--- src/rtl/sram_march_bist_if.sv ---
// SRAM bus between the March BIST controller and a single-port SRAM.
// master: drives o_csn/o_wen/o_wr_data/o_addr, receives i_rd_data.
interface sram_march_bist_if #(
    parameter int DW = 10,
    parameter int AW = 8
);
    logic          o_csn;
    logic          o_wen;
    logic [DW-1:0] o_wr_data;
    logic [AW-1:0] o_addr;
    logic [DW-1:0] i_rd_data;

    modport master (
        output o_csn, o_wen, o_wr_data, o_addr,
        input  i_rd_data
    );

    modport slave (
        input  o_csn, o_wen, o_wr_data, o_addr,
        output i_rd_data
    );
endinterface

--- src/rtl/sram_march_bist.sv ---
// March C- BIST controller for a single-port synchronous SRAM.
// Ports: i_clock, i_reset, i_bist_en, i_mode, bus (SRAM master),
//        o_busy, o_b_done, o_b_err, o_fail_addr, o_fail_cnt.
module sram_march_bist #(
    parameter int DW     = 10,
    parameter int AW     = 8,
    parameter int RD_LAT = 1,
    parameter int CNT_W  = 8
) (
    input  logic               i_clock,
    input  logic               i_reset,
    input  logic               i_bist_en,
    input  logic               i_mode,
    sram_march_bist_if.master  bus,
    output logic               o_busy,
    output logic               o_b_done,
    output logic               o_b_err,
    output logic [AW-1:0]      o_fail_addr,
    output logic [CNT_W-1:0]   o_fail_cnt
);
    typedef enum logic [2:0] {
        S_IDLE, S_WR, S_RD, S_WAIT, S_CMPW, S_CMP, S_DONE
    } state_t;

    localparam logic [AW-1:0]    A_MAX  = '1;
    localparam logic [AW-1:0]    A_ONE  = {{(AW-1){1'b0}}, 1'b1};
    localparam logic [CNT_W-1:0] C_MAX  = '1;
    localparam logic [CNT_W-1:0] C_ONE  = {{(CNT_W-1){1'b0}}, 1'b1};
    // WAIT lasts RD_LAT-1 cycles; counter counts down to zero
    localparam logic [1:0]       W_INIT = 2'(RD_LAT > 1 ? RD_LAT - 2 : 0);

    state_t           r_state;
    logic [2:0]       r_elem;
    logic             r_mode;
    logic [1:0]       r_wait;
    logic             r_csn;
    logic             r_wen;
    logic [DW-1:0]    r_wr_data;
    logic [AW-1:0]    r_addr;
    logic             r_busy;
    logic             r_done;
    logic             r_err;
    logic [AW-1:0]    r_fail_addr;
    logic [CNT_W-1:0] r_fail_cnt;

    function automatic logic [DW-1:0] bg(input logic [AW-1:0] a,
                                         input logic m);
        logic [DW-1:0] p;
        for (int i = 0; i < DW; i++) p[i] = ((i % 2) == 1);
        if (!m) return '0;
        return a[0] ? ~p : p;
    endfunction

    logic          w_down;
    logic          w_last;
    logic          w_rinv;
    logic          w_winv;
    logic          w_go_cmp;
    logic          w_miss;
    logic [2:0]    w_nx_elem;
    logic [AW-1:0] w_nx_addr;
    logic [DW-1:0] w_exp;
    logic [DW-1:0] w_wval;

    always_comb begin
        w_down    = (r_elem == 3'd3) || (r_elem == 3'd4);
        w_last    = w_down ? (r_addr == '0) : (r_addr == A_MAX);
        w_rinv    = (r_elem == 3'd2) || (r_elem == 3'd4);
        w_winv    = (r_elem == 3'd1) || (r_elem == 3'd3);
        w_nx_elem = w_last ? r_elem + 3'd1 : r_elem;
        w_nx_addr = w_down ? r_addr - A_ONE : r_addr + A_ONE;
        // down elements start at the top, up elements at zero
        if (w_last)
            w_nx_addr = (w_nx_elem == 3'd3 || w_nx_elem == 3'd4) ? A_MAX : '0;
        w_exp     = bg(r_addr, r_mode) ^ {DW{w_rinv}};
        w_wval    = bg(r_addr, r_mode) ^ {DW{w_winv}};
        w_miss    = (bus.i_rd_data != w_exp);
        w_go_cmp  = (r_state == S_RD && RD_LAT == 1) ||
                    (r_state == S_WAIT && r_wait == 2'd0);
    end

    always_ff @(posedge i_clock or posedge i_reset) begin
        if (i_reset) begin
            r_state     <= S_IDLE;
            r_elem      <= 3'd0;
            r_mode      <= 1'b0;
            r_wait      <= 2'd0;
            r_csn       <= 1'b1;
            r_wen       <= 1'b1;
            r_wr_data   <= '0;
            r_addr      <= '0;
            r_busy      <= 1'b0;
            r_done      <= 1'b0;
            r_err       <= 1'b0;
            r_fail_addr <= '0;
            r_fail_cnt  <= '0;
        end else begin
            unique case (r_state)
                S_IDLE: if (i_bist_en) begin
                    r_state     <= S_WR;
                    r_elem      <= 3'd0;
                    r_addr      <= '0;
                    r_mode      <= i_mode;
                    r_csn       <= 1'b0;
                    r_wen       <= 1'b0;
                    r_wr_data   <= bg('0, i_mode);
                    r_busy      <= 1'b1;
                    r_done      <= 1'b0;
                    r_err       <= 1'b0;
                    r_fail_addr <= '0;
                    r_fail_cnt  <= '0;
                end
                S_DONE: if (!i_bist_en) begin
                    r_state <= S_IDLE;
                    r_done  <= 1'b0;
                end
                default: if (!i_bist_en) begin
                    // abort: any in-flight compare is dropped
                    r_state <= S_IDLE;
                    r_csn   <= 1'b1;
                    r_wen   <= 1'b1;
                    r_busy  <= 1'b0;
                    r_done  <= 1'b0;
                end else if (r_state == S_RD || r_state == S_WAIT) begin
                    if (w_go_cmp) begin
                        if (r_elem == 3'd5) begin
                            r_state <= S_CMP;
                            r_csn   <= 1'b1;
                            r_wen   <= 1'b1;
                        end else begin
                            r_state   <= S_CMPW;
                            r_csn     <= 1'b0;
                            r_wen     <= 1'b0;
                            r_wr_data <= w_wval;
                        end
                    end else if (r_state == S_RD) begin
                        r_state <= S_WAIT;
                        r_wait  <= W_INIT;
                        r_csn   <= 1'b1;
                        r_wen   <= 1'b1;
                    end else begin
                        r_wait <= r_wait - 2'd1;
                    end
                end else begin
                    if (r_state != S_WR && w_miss) begin
                        r_err <= 1'b1;
                        if (r_fail_cnt == '0) r_fail_addr <= r_addr;
                        if (r_fail_cnt != C_MAX) r_fail_cnt <= r_fail_cnt + C_ONE;
                    end
                    if (w_last && r_elem == 3'd5) begin
                        r_state <= S_DONE;
                        r_csn   <= 1'b1;
                        r_wen   <= 1'b1;
                        r_busy  <= 1'b0;
                        r_done  <= 1'b1;
                    end else begin
                        r_elem <= w_nx_elem;
                        r_addr <= w_nx_addr;
                        r_csn  <= 1'b0;
                        if (w_nx_elem == 3'd0) begin
                            r_state   <= S_WR;
                            r_wen     <= 1'b0;
                            r_wr_data <= bg(w_nx_addr, r_mode);
                        end else begin
                            r_state <= S_RD;
                            r_wen   <= 1'b1;
                        end
                    end
                end
            endcase
        end
    end

    assign bus.o_csn     = r_csn;
    assign bus.o_wen     = r_wen;
    assign bus.o_wr_data = r_wr_data;
    assign bus.o_addr    = r_addr;
    assign o_busy        = r_busy;
    assign o_b_done      = r_done;
    assign o_b_err       = r_err;
    assign o_fail_addr   = r_fail_addr;
    assign o_fail_cnt    = r_fail_cnt;
endmodule

--- src/flat_wrapper.sv ---
// flat-port wrapper written by rule: the top's interface ports become plain ports
module sram_march_bist_flat 
#(
    parameter int DW     = 10,
    parameter int AW     = 8,
    parameter int RD_LAT = 1,
    parameter int CNT_W  = 8
)
  (i_clock, i_reset, i_bist_en, i_mode, o_busy, o_b_done, o_b_err, o_fail_addr, o_fail_cnt, bus_o_csn, bus_o_wen, bus_o_wr_data, bus_o_addr, bus_i_rd_data);
  sram_march_bist_if #(.DW(DW), .AW(AW)) bus_i ();
  input  logic i_clock;
  input  logic i_reset;
  input  logic i_bist_en;
  input  logic i_mode;
  output logic o_busy;
  output logic o_b_done;
  output logic o_b_err;
  output logic [AW-1:0] o_fail_addr;
  output logic [CNT_W-1:0] o_fail_cnt;
  output wire logic [$bits(bus_i.o_csn)-1:0] bus_o_csn;
  output wire logic [$bits(bus_i.o_wen)-1:0] bus_o_wen;
  output wire logic [$bits(bus_i.o_wr_data)-1:0] bus_o_wr_data;
  output wire logic [$bits(bus_i.o_addr)-1:0] bus_o_addr;
  input wire logic [$bits(bus_i.i_rd_data)-1:0] bus_i_rd_data;
  assign bus_o_csn = bus_i.o_csn;
  assign bus_o_wen = bus_i.o_wen;
  assign bus_o_wr_data = bus_i.o_wr_data;
  assign bus_o_addr = bus_i.o_addr;
  assign bus_i.i_rd_data = bus_i_rd_data;
  sram_march_bist #(.DW(DW), .AW(AW), .RD_LAT(RD_LAT), .CNT_W(CNT_W)) u_core (.i_clock(i_clock), .i_reset(i_reset), .i_bist_en(i_bist_en), .i_mode(i_mode), .bus(bus_i), .o_busy(o_busy), .o_b_done(o_b_done), .o_b_err(o_b_err), .o_fail_addr(o_fail_addr), .o_fail_cnt(o_fail_cnt));
endmodule
--- config.mk ---
export PLATFORM = sky130hd
export DESIGN_NAME = sram_march_bist_flat
export DESIGN_NICKNAME = d
export VERILOG_FILES = /design/src/rtl/sram_march_bist_if.sv /design/src/rtl/sram_march_bist.sv /design/src/flat_wrapper.sv
export SDC_FILE = /design/constraint.sdc
export NUM_CORES = 1
export LEC_CHECK = 0
export ABC_AREA = 1
export BUFFER_PORTS_ARGS = -buffer_cell sky130_fd_sc_hd__clkbuf_2
export CAP_MARGIN = 20
export CORE_MARGIN = 8
export CORE_UTILIZATION = 39
export CTS_CLUSTER_DIAMETER = 30
export DETAILED_ROUTE_END_ITERATION = 6
export PLACE_DENSITY_LB_ADDON = 0.3
export SLEW_MARGIN = 20
export SYNTH_ARGS = -nofsm -noshare
export SYNTH_HDL_FRONTEND = slang
export SYNTH_SLANG_ARGS = --single-unit
--- constraint.sdc ---
create_clock -name i_clock -period 7.2 [get_ports i_clock]
set_input_delay 2.16 -clock i_clock [delete_from_list [all_inputs] [get_ports i_clock]]
set_output_delay 2.16 -clock i_clock [all_outputs]
set_load 0.005 [all_outputs]
==> Word level (Yosys, flattened, before mapping) <==
Index checks and enable logic that the tools add are counted.
{ "classes": {"add_sub_neg": 5, "n_eq_ne": 24, "mux": 87, "bitwise_logic": 5, "reduce_logical": 30} }
{ "op_table": {"columns": ["cell", "n"], "rows": [
  ["$mux 10", 14],
  ["$mux 8", 15],
  ["$pmux 8 s2", 3],
  ["$mux 3", 12],
  ["$mux 1", 33],
  ["$pmux 10 s2", 1],
  ["$reduce_and 4->1", 5],
  ["$xor 10x10->10", 2],
  ["$add 8x1->8 const B", 2],
  ["$logic_not 8->1", 2],
  ["$eq 3x2->1 const B", 5],
  ["$eq 3x3->1 const B", 4],
  ["$pmux 3 s2", 2],
  ["$ne 10x10->1", 1],
  ["$pmux 1 s2", 5],
  ["$reduce_and 5->1", 2],
  ["$eq 8x8->1 const B", 1],
  ["$ne 2x2->1 const B", 4],
  ["$ne 8x8->1 const B", 1],
  ["$sub 8x1->8 const B", 1],
  ["$logic_not 3->1", 2],
  ["$logic_or 1x1->1", 6],
  ["$ne 3x1->1 const B", 2],
  ["$ne 3x2->1 const B", 2],
  ["15 further kinds", 24]
]} }
{ "word_totals": {"reg_bits": 48, "in_bits": 14, "out_inout_bits": 39} }

==> Longest topological paths before layout <==
Gate-level depths: netlist (run 1).
{ "depth": {"depth_word": 16, "mapped_depth": 16} }

==> Least setup slack after synthesis (run 1) <==
No wires, ideal clock.
{ "synth_timing": {"kind": "in2reg", "start": "input bus_i_rd_data[5]", "end": "register u_core.r_fail_cnt[0] (netlist: u_core.o_fail_cnt[0])", "setup_ns": 0.119, "t_arrival_ns": 3.063, "t_required_ns": 7.081, "setup_slack_ns": 4.018, "stages": 8, "cell_sequence": "inv_1 o41ai_1 nand3_1 nand2_1 nand2_4 buf_6 nand4_1 nand2_1"} }
{ "synth_via": {"elab_chain_len": 4} }
{ "synth_rtl": {"columns": ["item", "line", "rtl"], "rows": [
  ["start, declared", "flat_wrapper.sv:24", "input wire logic [$bits(bus_i.i_rd_data)-1:0] bus_i_rd_data;"],
  ["$ne 10x10->1", "sram_march_bist.sv:77", "w_miss = (bus.i_rd_data != w_exp);"],
  ["$logic_and 1x1->1", "sram_march_bist.sv:145", "if (r_state != S_WR && w_miss) begin"],
  ["$reduce_bool 2->1 (no source line)", null, null],
  ["$reduce_and 5->1 (no source line)", null, null],
  ["end signal, assigned", "sram_march_bist.sv:148", "if (r_fail_cnt != C_MAX) r_fail_cnt <= r_fail_cnt + C_ONE;"],
  ["end, declared", "sram_march_bist.sv:44", "logic [CNT_W-1:0] r_fail_cnt;"]
]} }
Every way passes these cells.
A chain may end at the register's enable or synchronous reset.

==> Final worst setup path (run 1) <==
{ "layout_timing": {"start": "input i_bist_en", "end": "register u_core.r_fail_addr[7] (netlist: u_core.o_fail_addr[7])"} }
{ "layout_via": {"elab_chain_len": 1} }
{ "layout_rtl": {"columns": ["item", "line", "rtl"], "rows": [
  ["start, declared", "flat_wrapper.sv:13", "input logic i_bist_en;"],
  ["$reduce_and 5->1 (no source line)", null, null],
  ["end signal, assigned", "sram_march_bist.sv:147", "if (r_fail_cnt == '0) r_fail_addr <= r_addr;"],
  ["end, declared", "sram_march_bist.sv:43", "logic [AW-1:0] r_fail_addr;"]
]} }
Every way passes these cells.

==> results.cfg, run 1 <==
[clocking]
ctsHoldBuffers = 0
cts_buffer_depth = 2
post_cts_buffers = 0
path_clk_slew_ns = 0.08
cts_tree = yes
cts_resized = 0
cts.sinks = 40
clkLatencyLatePin_ns = 0.29
cts_buffers = 5
cts_root_buf = clkbuf_8
htree_levels = 2

[detailed_routing]
detail-route-antenna-nets = 0
viasPerCell = 5.024
post_drt_wl_per_cell_um = 13.32
first_iter_violations = 105
drc = 0
routed-via-count = 2688
dr.pass1.iters = 4
routed_wl_mm = 7.128

[synthesis]
synth_area_leaders = dfrtp_1 33%, nand2_1 10%, inv_1 7.2%
synthCells = 393
synth_edf_count = 0
ys_seq_area_frac = 0.3430
ys_ff_latch = 40
synth_warnings = 0
syn_area_um2 = 2925
synth_top_area_share = 0.3251
synth_fp_nets = 421
async_reset_ff_frac = 1.000
syn_avg_cell_area_um2 = 7.444
ys.flop_type = dfrtp_1
yosysUniqueCellTypes = 42
ys_top_cells_by_count = 81 x nand2_1, 56 x inv_1, 40 x nor2_1, 38 x dfrtp_1, 25 x nand3_1
yosysMostFrequentCell = nand2_1
yosysTopAreaCell = dfrtp_1

[power]
p_switching_w = 0.0002081
p_int_w = 0.0003839
powerDensity_nw_per_um2 = 180.8
finalPower_w = 0.0005920
combPwrFrac = 0.274
p_sw_frac = 0.3515
power_frac_clock = 0.247
p_leak_nw = 1.730
max-vdd-ir-drop_uv = 123.7
seq_power_share = 0.479

[timing]
slew_viol_final = 0
skew_ns = 0.006608
fin_setup_tns_ns = 0
period_needed_ns = 3.263
slew_headroom = 0.3926
tightestPinTransition_ns = 0.9112
holdWs_ns = 0.4783
period_share = 0.4531
max_clock_freq_ghz = 0.3065
grt_setup_unrepaired = no
finalHoldViolCount = 0
finalSetupViolCount = 0

[die]
fp.coreArea_um2 = 7253
io_pins = 53
start_util = 0.4033
die_area_um2 = 10530
chipWidth_um = 102.6
die_y_um = 102.6
rows = 31

[global_routing]
grt_antenna_before_repair = 0
grt_pass1_wl_mm = 12.27
grt_max_degree = 41
grt_overflow = 0
grt_pass1_vias = 2659
track_usage = 0.1432

[worst_setup_path]
r2r-start = u_core.r_elem[0]
required_ns = 7.38
critPathArrivalTime_ns = 3.45
r2r_end = u_core.bus.o_addr[6]
criticalPathCategory = in2reg
r2r_setup_slack_ns = 4.38
cp-end-kind = flop
cp_max_fo = 22
reg2regPathDepth = 11
startpoint_type = input port

[hold_path]
holdCritPathClass = reg2reg
min_path_cells = 2
hp-start = u_core.o_fail_addr[3]
holdPathEnd = u_core.o_fail_addr[3]

[finish]
syn_to_final_growth_pct = 11.93
final_layout_size_suffix_gt1_frac = 0.2133
nets = 464
n_antenna_cell = 0
fin_util = 0.4514

[run_status]
status = finished clean

[place]
routabilityCongestion = 0.8087
hpwl_mm = 5.445
io_buffers = 52

[flow_run]
maxCapViolCount = 0
==> cell families after synthesis <==
| logic type | Yosys count | synth area share |
|---|---|---|
| xor+xnor | 12 | 0.03593 |
| buf+inv | 75 | 0.1180 |
| fa+ha+maj | 14 | 0.06245 |
| simple gates | 201 | 0.3341 |
| compound gates | 51 | 0.1065 |
| flops | 40 | 0.3430 |
==> flip-flops by register name, summed over array words and instances, names as in the netlist <==
register              cells
u_core.r_wait             2
u_core.o_b_done           1
u_core.bus.o_csn          1
u_core.r_state            3
u_core.o_busy             1
u_core.bus.o_wen          1
u_core.o_b_err            1
u_core.r_elem             3
u_core.r_mode             1
u_core.bus.o_addr         8
u_core.o_fail_cnt         8
u_core.o_fail_addr        8
u_core.bus.o_wr_data      2
==> worst max path at each step <==
stage | to | depth (start not counted) | startpoint | slack (ns)
after floorplan | u_core.o_fail_cnt[0] | 8 | bus_i_rd_data[5] | 4.02
after global placement | u_core.o_fail_addr[5] | 6 | i_bist_en | 3.69
after detailed placement | u_core.o_fail_addr[5] | 6 | i_bist_en | 3.66
after CTS | u_core.o_fail_addr[7] | 6 | i_bist_en | 3.97
after global routing | u_core.o_fail_cnt[7] | 6 | i_bist_en | 3.81
final | u_core.o_fail_addr[7] | 6 | i_bist_en | 3.94
==> layout make-up <==
type	instances	area, um^2
fill	738	3979
multi-input combinational	278	1577
sequential	40	1003
timing repair buffer	54	275.3
inverter	57	214.0
tap	99	123.9
clock buffer	5	68.82
clock inverter	2	12.51
==> worst max-delay path: stages <==
cell and delay [ns]:
clkbuf_2 0.12, nand2_1 0.13, inv_1 0.53, nand3_2 0.32, nand2_1 0.13, nand2_1 0.05
==> metrics by stage <==
step	setup slack [ns]	std cells	instance area [um^2]
floorplan	4.018	393	2925
global route	3.813	535	3274
CTS	3.973	535	3274
finish	3.937	535	3274
detailed placement	3.664	528	3193
global placement	3.686	528	3193
==> layer usage <==
metal	GRT usage	vias up	routed length [um]
met2	0.2438	79	3344
met1	0.1808	1235	3245
met4	0.03837	0	97
met3	0.02633	9	440
li1	-	1365	-
met5	0	-	0
==> power groups by stage <==
stage | clock network, W | registers [W] | logic (W)
2_1_floorplan | 0 | 0.000281 | 0.000118
3_3_place_gp | 0 | 0.000288 | 0.000160
3_5_place_dp | 0 | 0.000289 | 0.000164
4_1_cts | 0.000148 | 0.000284 | 0.000165
5_1_grt | 0.000161 | 0.000290 | 0.000188
6_report | 0.000146 | 0.000284 | 0.000162
==> cells in the final DEF (no fill, tap or decap), types with 2 or more instances in the layout <==
cell and instances:
a21oi_1 21, buf_4 2, clkbuf_2 52, clkbuf_8 5
dfrtp_1 38, dfstp_2 2, ha_1 13, inv_1 56
nand2_1 81, nand2_2 5, nand2_4 4, nand3_1 25
nand3_2 4, nand4_1 23, nor2_1 40, nor2_2 3
nor3_1 4, o21ai_0 12, o22ai_1 10, or2_2 5
xnor2_1 2, xor2_1 10
Power figures use the tool's default switching activity.
==> inputs of run 2 (changes only) <==
==> constraint.sdc (replaced) <==
create_clock -name i_clock -period 3.1 [get_ports i_clock]
set_input_delay 0.93 -clock i_clock [delete_from_list [all_inputs] [get_ports i_clock]]
set_output_delay 0.93 -clock i_clock [all_outputs]
set_load 0.005 [all_outputs]
==> run 2 against run 1 <==
  * Sequential share of layout area fell by 0.45 points
  * Design area grew 1.5%
  * Die area did not move
  * Sequential power grew 130%
  * Hold slack better by 0.0067 ns
  * Power rose to 2.5 times the previous value
  * Non-clock buffer count up 2
  * Setup slack worse by 3.4 ns
  * Core utilization grew 0.67 points
  * Critical endpoint is now u_core.bus.o_addr[5]
==> results.cfg, run 2 (synthesized netlist as in run 1, its figures left out) <==
[run_status]
status = finished clean

[detailed_routing]
post_drt_wl_per_cell_um = 13.39
dr.pass1.iters = 4
detail-route-antenna-nets = 0
viasPerCell = 4.978
routed_wl_mm = 7.206
met2_length_mm = 3.310
top_layer_used = met4
wl_met1_mm = 3.364
first_iter_violations = 116
wl_met3_um = 436
routed-via-count = 2678
drc = 0

[power]
p_switching_w = 0.0005120
max-vdd-ir-drop_uv = 256.8
powerDensity_nw_per_um2 = 450.4
finalPower_w = 0.001497
p_int_w = 0.0009847
combPwrFrac = 0.255
seq_power_share = 0.441
p_leak_nw = 1.754
power_frac_clock = 0.304
p_sw_frac = 0.3421

[clocking]
clkLatencyLatePin_ns = 0.31
cts_resized = 0
path_clk_slew_ns = 0.09
htree_levels = 2
cts_buffers = 5
post_cts_buffers = 0
cts_buffer_depth = 2
cts_root_buf = clkbuf_8
ctsHoldBuffers = 0
cts.sinks = 40
cts_tree = yes

[place]
hpwl_mm = 5.427
place_area_um2 = 3208
numPlacedInstances = 530
routabilityCongestion = 0.8709
pre_cts_ws_ns = 0.5468
io_buffers = 52

[timing]
finalHoldViolCount = 0
skew_ns = 0.01302
slew_headroom = 0.6500
grt_setup_unrepaired = no
tightestPinTransition_ns = 0.5250
period_needed_ns = 2.560
slew_viol_final = 0
max_clock_freq_ghz = 0.3906
finalSetupViolCount = 0
fin_ws_ns = 0.5401
fin_setup_tns_ns = 0
period_share = 0.8258

[worst_setup_path]
r2r_end = u_core.bus.o_addr[5]
startpoint_type = flop
path_buf_inv = 2
crit_start = u_core.r_elem[0]
reg2regPathDepth = 12
path_cells = inv_1 > ha_1 > inv_1 > a21oi_4 > ha_1 > nand3_1 > nand3_1 > a21oi_1 > o21ai_0 > or2_2 > a21oi_1 > o22ai_2
criticalPathCategory = reg2reg
r2r-start = u_core.r_elem[0]
crit_slowest_cell = dfrtp_1
r2r_setup_slack_ns = 0.54
path_delay_family = compound AO/OA/AOI/OAI gates
cp_max_fo = 8
required_ns = 3.30
cp-end-kind = flop
critPathArrivalTime_ns = 2.76
cpPeakStageDelay_ns = 0.42

[finish]
nets = 466
fillers = 759
n_antenna_cell = 0
stdcell_count = 538
final_layout_size_suffix_gt1_frac = 0.2187
stdcell_area_um2 = 3323
syn_to_final_growth_pct = 13.60
final_common_cell = nand2_1
most-common-layout-cells = 81 x nand2_1, 56 x inv_1, 52 x clkbuf_2

[hold_path]
holdCritPathClass = reg2reg
holdPathEnd = u_core.o_fail_addr[3]
hp-start = u_core.o_fail_addr[3]
min_path_cells = 2

[global_routing]
grt_antenna_before_repair = 0
grt_overflow = 0
grt_max_degree = 41
track_usage = 0.1387
grt_pass1_wl_mm = 11.79
grt_pass1_vias = 2520

[flow_run]
maxCapViolCount = 0

[die]
rows = 31
die_y_um = 102.6
chipWidth_um = 102.6
die_area_um2 = 10530
start_util = 0.4033
fp.coreArea_um2 = 7253
io_pins = 53
[run 2: cell types whose count changed in the layout (fill, tap and decap cells not counted)]
cell       change
clkinv_2       -1
buf_4          +2
inv_6          +1
bufinv_16      +1
[run 2: cell type report]
type | count | area [um^2] | share of cell area
clock buffer | 5 | 68.82 | 0.02071
clock inverter | 3 | 46.29 | 0.01393
inverter | 57 | 214.0 | 0.06438
multi-input combinational | 278 | 1577 | 0.4744
sequential | 40 | 1003 | 0.3020
tap | 99 | 123.9 | 0.03727
timing repair buffer | 56 | 290.3 | 0.08735
[run 2: worst register-to-register path, delay by kind of cell, from the launching register on]
kind	cells	cell delay, ns
buffers and inverters	2	0.25
adders and majority gates	2	0.51
AOI/OAI and AO/OA	5	0.78
DFF	1	0.42
and+or+nand+nor	3	0.51
[run 2: worst max-delay path by stage]
| stage | to | cells after the start |
|---|---|---|
| detailed placement | u_core.bus.o_addr[5] | 12 |
| CTS | u_core.bus.o_addr[5] | 12 |
| global placement | u_core.bus.o_addr[5] | 12 |
| global route | u_core.bus.o_addr[5] | 12 |
| floorplan | u_core.bus.o_addr[5] | 12 |
| finish | u_core.bus.o_addr[5] | 12 |
[run 2: power groups by stage]
stage               clock network (W)  logic (W)  registers [W]
floorplan                           0   0.000274       0.000654
global placement                    0   0.000378       0.000670
detailed placement                  0   0.000386       0.000672
CTS                          0.000459   0.000389       0.000662
global route                 0.000479   0.000441       0.000672
finish                       0.000455   0.000382       0.000660
[run 2: per-layer routing]
metal / global-route usage / vias to the layer above
li1: - / 1374
met1: 0.1787 / 1228
met2: 0.2263 / 68
met3: 0.02768 / 8
met4: 0.04515 / 0
met5: 0 / -
[run 2: through the flow]
step / utilization / hold slack [ns]
2_1_floorplan: - / 0.4530
3_3_place_gp: 0.4423 / 0.4645
3_5_place_dp: 0.4423 / 0.4632
4_1_cts: 0.4582 / 0.4872
5_1_grt: 0.4582 / 0.5135
6_report: 0.4582 / 0.4850
==> inputs of run 3 (changes only) <==
==> constraint.sdc (replaced) <==
create_clock -name i_clock -period 2.3 [get_ports i_clock]
set_input_delay 0.69 -clock i_clock [delete_from_list [all_inputs] [get_ports i_clock]]
set_output_delay 0.69 -clock i_clock [all_outputs]
set_load 0.005 [all_outputs]
==> run 3 against run 2 <==
  * Sequential cell count unchanged
  * Hold slack about the same
  * Power up 39%
  * Setup slack got worse by 0.49 ns
  * Wire length up 2.5%
  * Fmax is 14% higher
  * Clock power grew 38%
  * Sequential power grew 35%
  * Die area is the same
  * Via count increased by 3.8%
  * Critical path type unchanged
  * Highest routed layer unchanged
==> results.cfg, run 3 (synthesized netlist as in run 1, its figures left out) <==
[global_routing]
track_usage = 0.1418
grt_pass1_wl_mm = 12.23
grt_max_degree = 41
grt_pass1_vias = 2676
grt_antenna_before_repair = 0
grt_overflow = 0

[hold_path]
holdCritPathClass = in2async

[worst_setup_path]
startpoint_type = flop
path_buf_inv = 3
required_ns = 2.52
cpPeakStageDelay_ns = 0.45
crit_slowest_cell = dfrtp_2
cp_common_cell = nand2_1
cp_max_fo = 4
path_delay_family = simple AND/OR/NAND/NOR gates
critPathArrivalTime_ns = 2.47
criticalPathCategory = reg2reg
path_cells = inv_2 > ha_4 > inv_4 > nand2_4 > o21ai_4 > fa_2 > inv_2 > a21oi_2 > o21ai_2 > nand2_1 > nand2_1 > a21oi_2 > or2_2 > nand2_1 > nand3_1 > o21ai_1
cp-end-kind = flop

[flow_run]
maxCapViolCount = 0

[timing]
slew_viol_final = 0
period_needed_ns = 2.247
grt_setup_unrepaired = yes
finalHoldViolCount = 0
slew_headroom = 0.6583
skew_ns = 0.008624
period_share = 0.9770
tightestPinTransition_ns = 0.5125
max_clock_freq_ghz = 0.4450
finalSetupViolCount = 0

[place]
hpwl_mm = 5.646
routabilityCongestion = 0.9202
place_area_um2 = 3333
numPlacedInstances = 545
io_buffers = 52

[die]
die_area_um2 = 10530
die_y_um = 102.6
fp.coreArea_um2 = 7253
io_pins = 53
start_util = 0.4033
rows = 31
chipWidth_um = 102.6

[finish]
stdcell_area_um2 = 3641
n_antenna_cell = 0
final_layout_size_suffix_gt1_frac = 0.3009
nets = 489
most-common-layout-cells = 80 x nand2_1, 52 x inv_1, 52 x clkbuf_2
fillers = 724
final_common_cell = nand2_1
fin_util = 0.5020
syn_to_final_growth_pct = 24.47
stdcell_count = 561

[power]
p_int_w = 0.001409
p_leak_nw = 1.909
powerDensity_nw_per_um2 = 572.1
seq_power_share = 0.427
p_sw_frac = 0.3235
max-vdd-ir-drop_uv = 340.5
finalPower_w = 0.002083
combPwrFrac = 0.271
p_switching_w = 0.0006737
power_frac_clock = 0.303

[detailed_routing]
viasPerCell = 4.954
first_iter_violations = 80
dr.pass1.iters = 4
drc = 0
routed_wl_mm = 7.389
post_drt_wl_per_cell_um = 13.17
routed-via-count = 2779
detail-route-antenna-nets = 0

[clocking]
clkLatencyLatePin_ns = 0.29
cts_tree = yes
path_clk_slew_ns = 0.07
cts_root_buf = clkbuf_8
cts_buffers = 5
cts_buffer_depth = 2
htree_levels = 2
cts.sinks = 40
ctsHoldBuffers = 0

[run_status]
status = finished clean
## run 3: what timing repair did
action / 4_1_cts / 5_1_grt
pin swaps: 2 / 15
setup buffers: 0 / 8
setup endpoints to repair: 2 / 23
resized for setup: 3 / 29
## run 3: metal layers
metal | global-route usage | share of wire | vias up
met5 | 0 | 0 | -
li1 | - | - | 1420
met1 | 0.1760 | 0.44 | 1289
met4 | 0.03386 | 0.012 | 0
met3 | 0.02296 | 0.051 | 9
met2 | 0.2493 | 0.49 | 61
## run 3: final timing paths
check,end,start,depth (start not counted),slack (ns)
min in group i_clock,u_core.o_fail_addr[3],u_core.o_fail_addr[3],2,0.49
setup / recovery,u_core.bus.o_addr[6],u_core.r_elem[1],16,0.05
max in group asynchronous,u_core.r_elem[0],i_reset,3,1.42
hold / removal,u_core.o_busy,i_reset,3,0.49
hold reg to reg,u_core.o_fail_addr[3],u_core.o_fail_addr[3],2,0.49
setup reg to reg,u_core.bus.o_addr[6],u_core.r_elem[1],16,0.05
## run 3: per-stage QoR
| step | setup TNS (ns) | setup WS, ns | hold slack [ns] |
|---|---|---|---|
| floorplan | 0 | 0.009444 | 0.4530 |
| global placement | 0 | 0.04688 | 0.4649 |
| detailed placement | -0.02697 | -0.02279 | 0.4615 |
| CTS | 0 | 0.004190 | 0.4852 |
| global route | -0.08083 | -0.08083 | 0.5115 |
| finish | 0 | 0.05284 | 0.4852 |
## run 3: area by class of cell
cell class | count | area [um^2] | area share
Timing Repair Buffer | 79 | 462.9 | 0.1271
Tap cell | 99 | 123.9 | 0.03402
Clock buffer | 7 | 96.34 | 0.02646
Multi-Input combinational cell | 278 | 1705 | 0.4684
Inverter | 57 | 216.5 | 0.05945
Sequential cell | 40 | 1006 | 0.2763
Clock inverter | 1 | 30.03 | 0.008247
## run 3: power groups by stage
stage          clock, W  combinational [W]  sequential, W
2_1_floorplan         0           0.000372       0.000882
3_3_place_gp          0           0.000529       0.000897
3_5_place_dp          0           0.000536       0.000902
4_1_cts        0.000640           0.000539       0.000888
5_1_grt        0.000671           0.000650       0.000906
6_report       0.000630           0.000563       0.000889
## run 3: worst register-to-register path, stage by stage, from the launching register on
cell     delay (ns)
dfrtp_2        0.45
inv_2          0.09
ha_4           0.14
inv_4          0.04
nand2_4        0.06
o21ai_4        0.07
fa_2           0.35
inv_2          0.08
a21oi_2        0.06
o21ai_2        0.15
nand2_1        0.10
nand2_1        0.09
a21oi_2        0.05
or2_2          0.27
nand2_1        0.06
nand3_1        0.06
o21ai_1        0.07
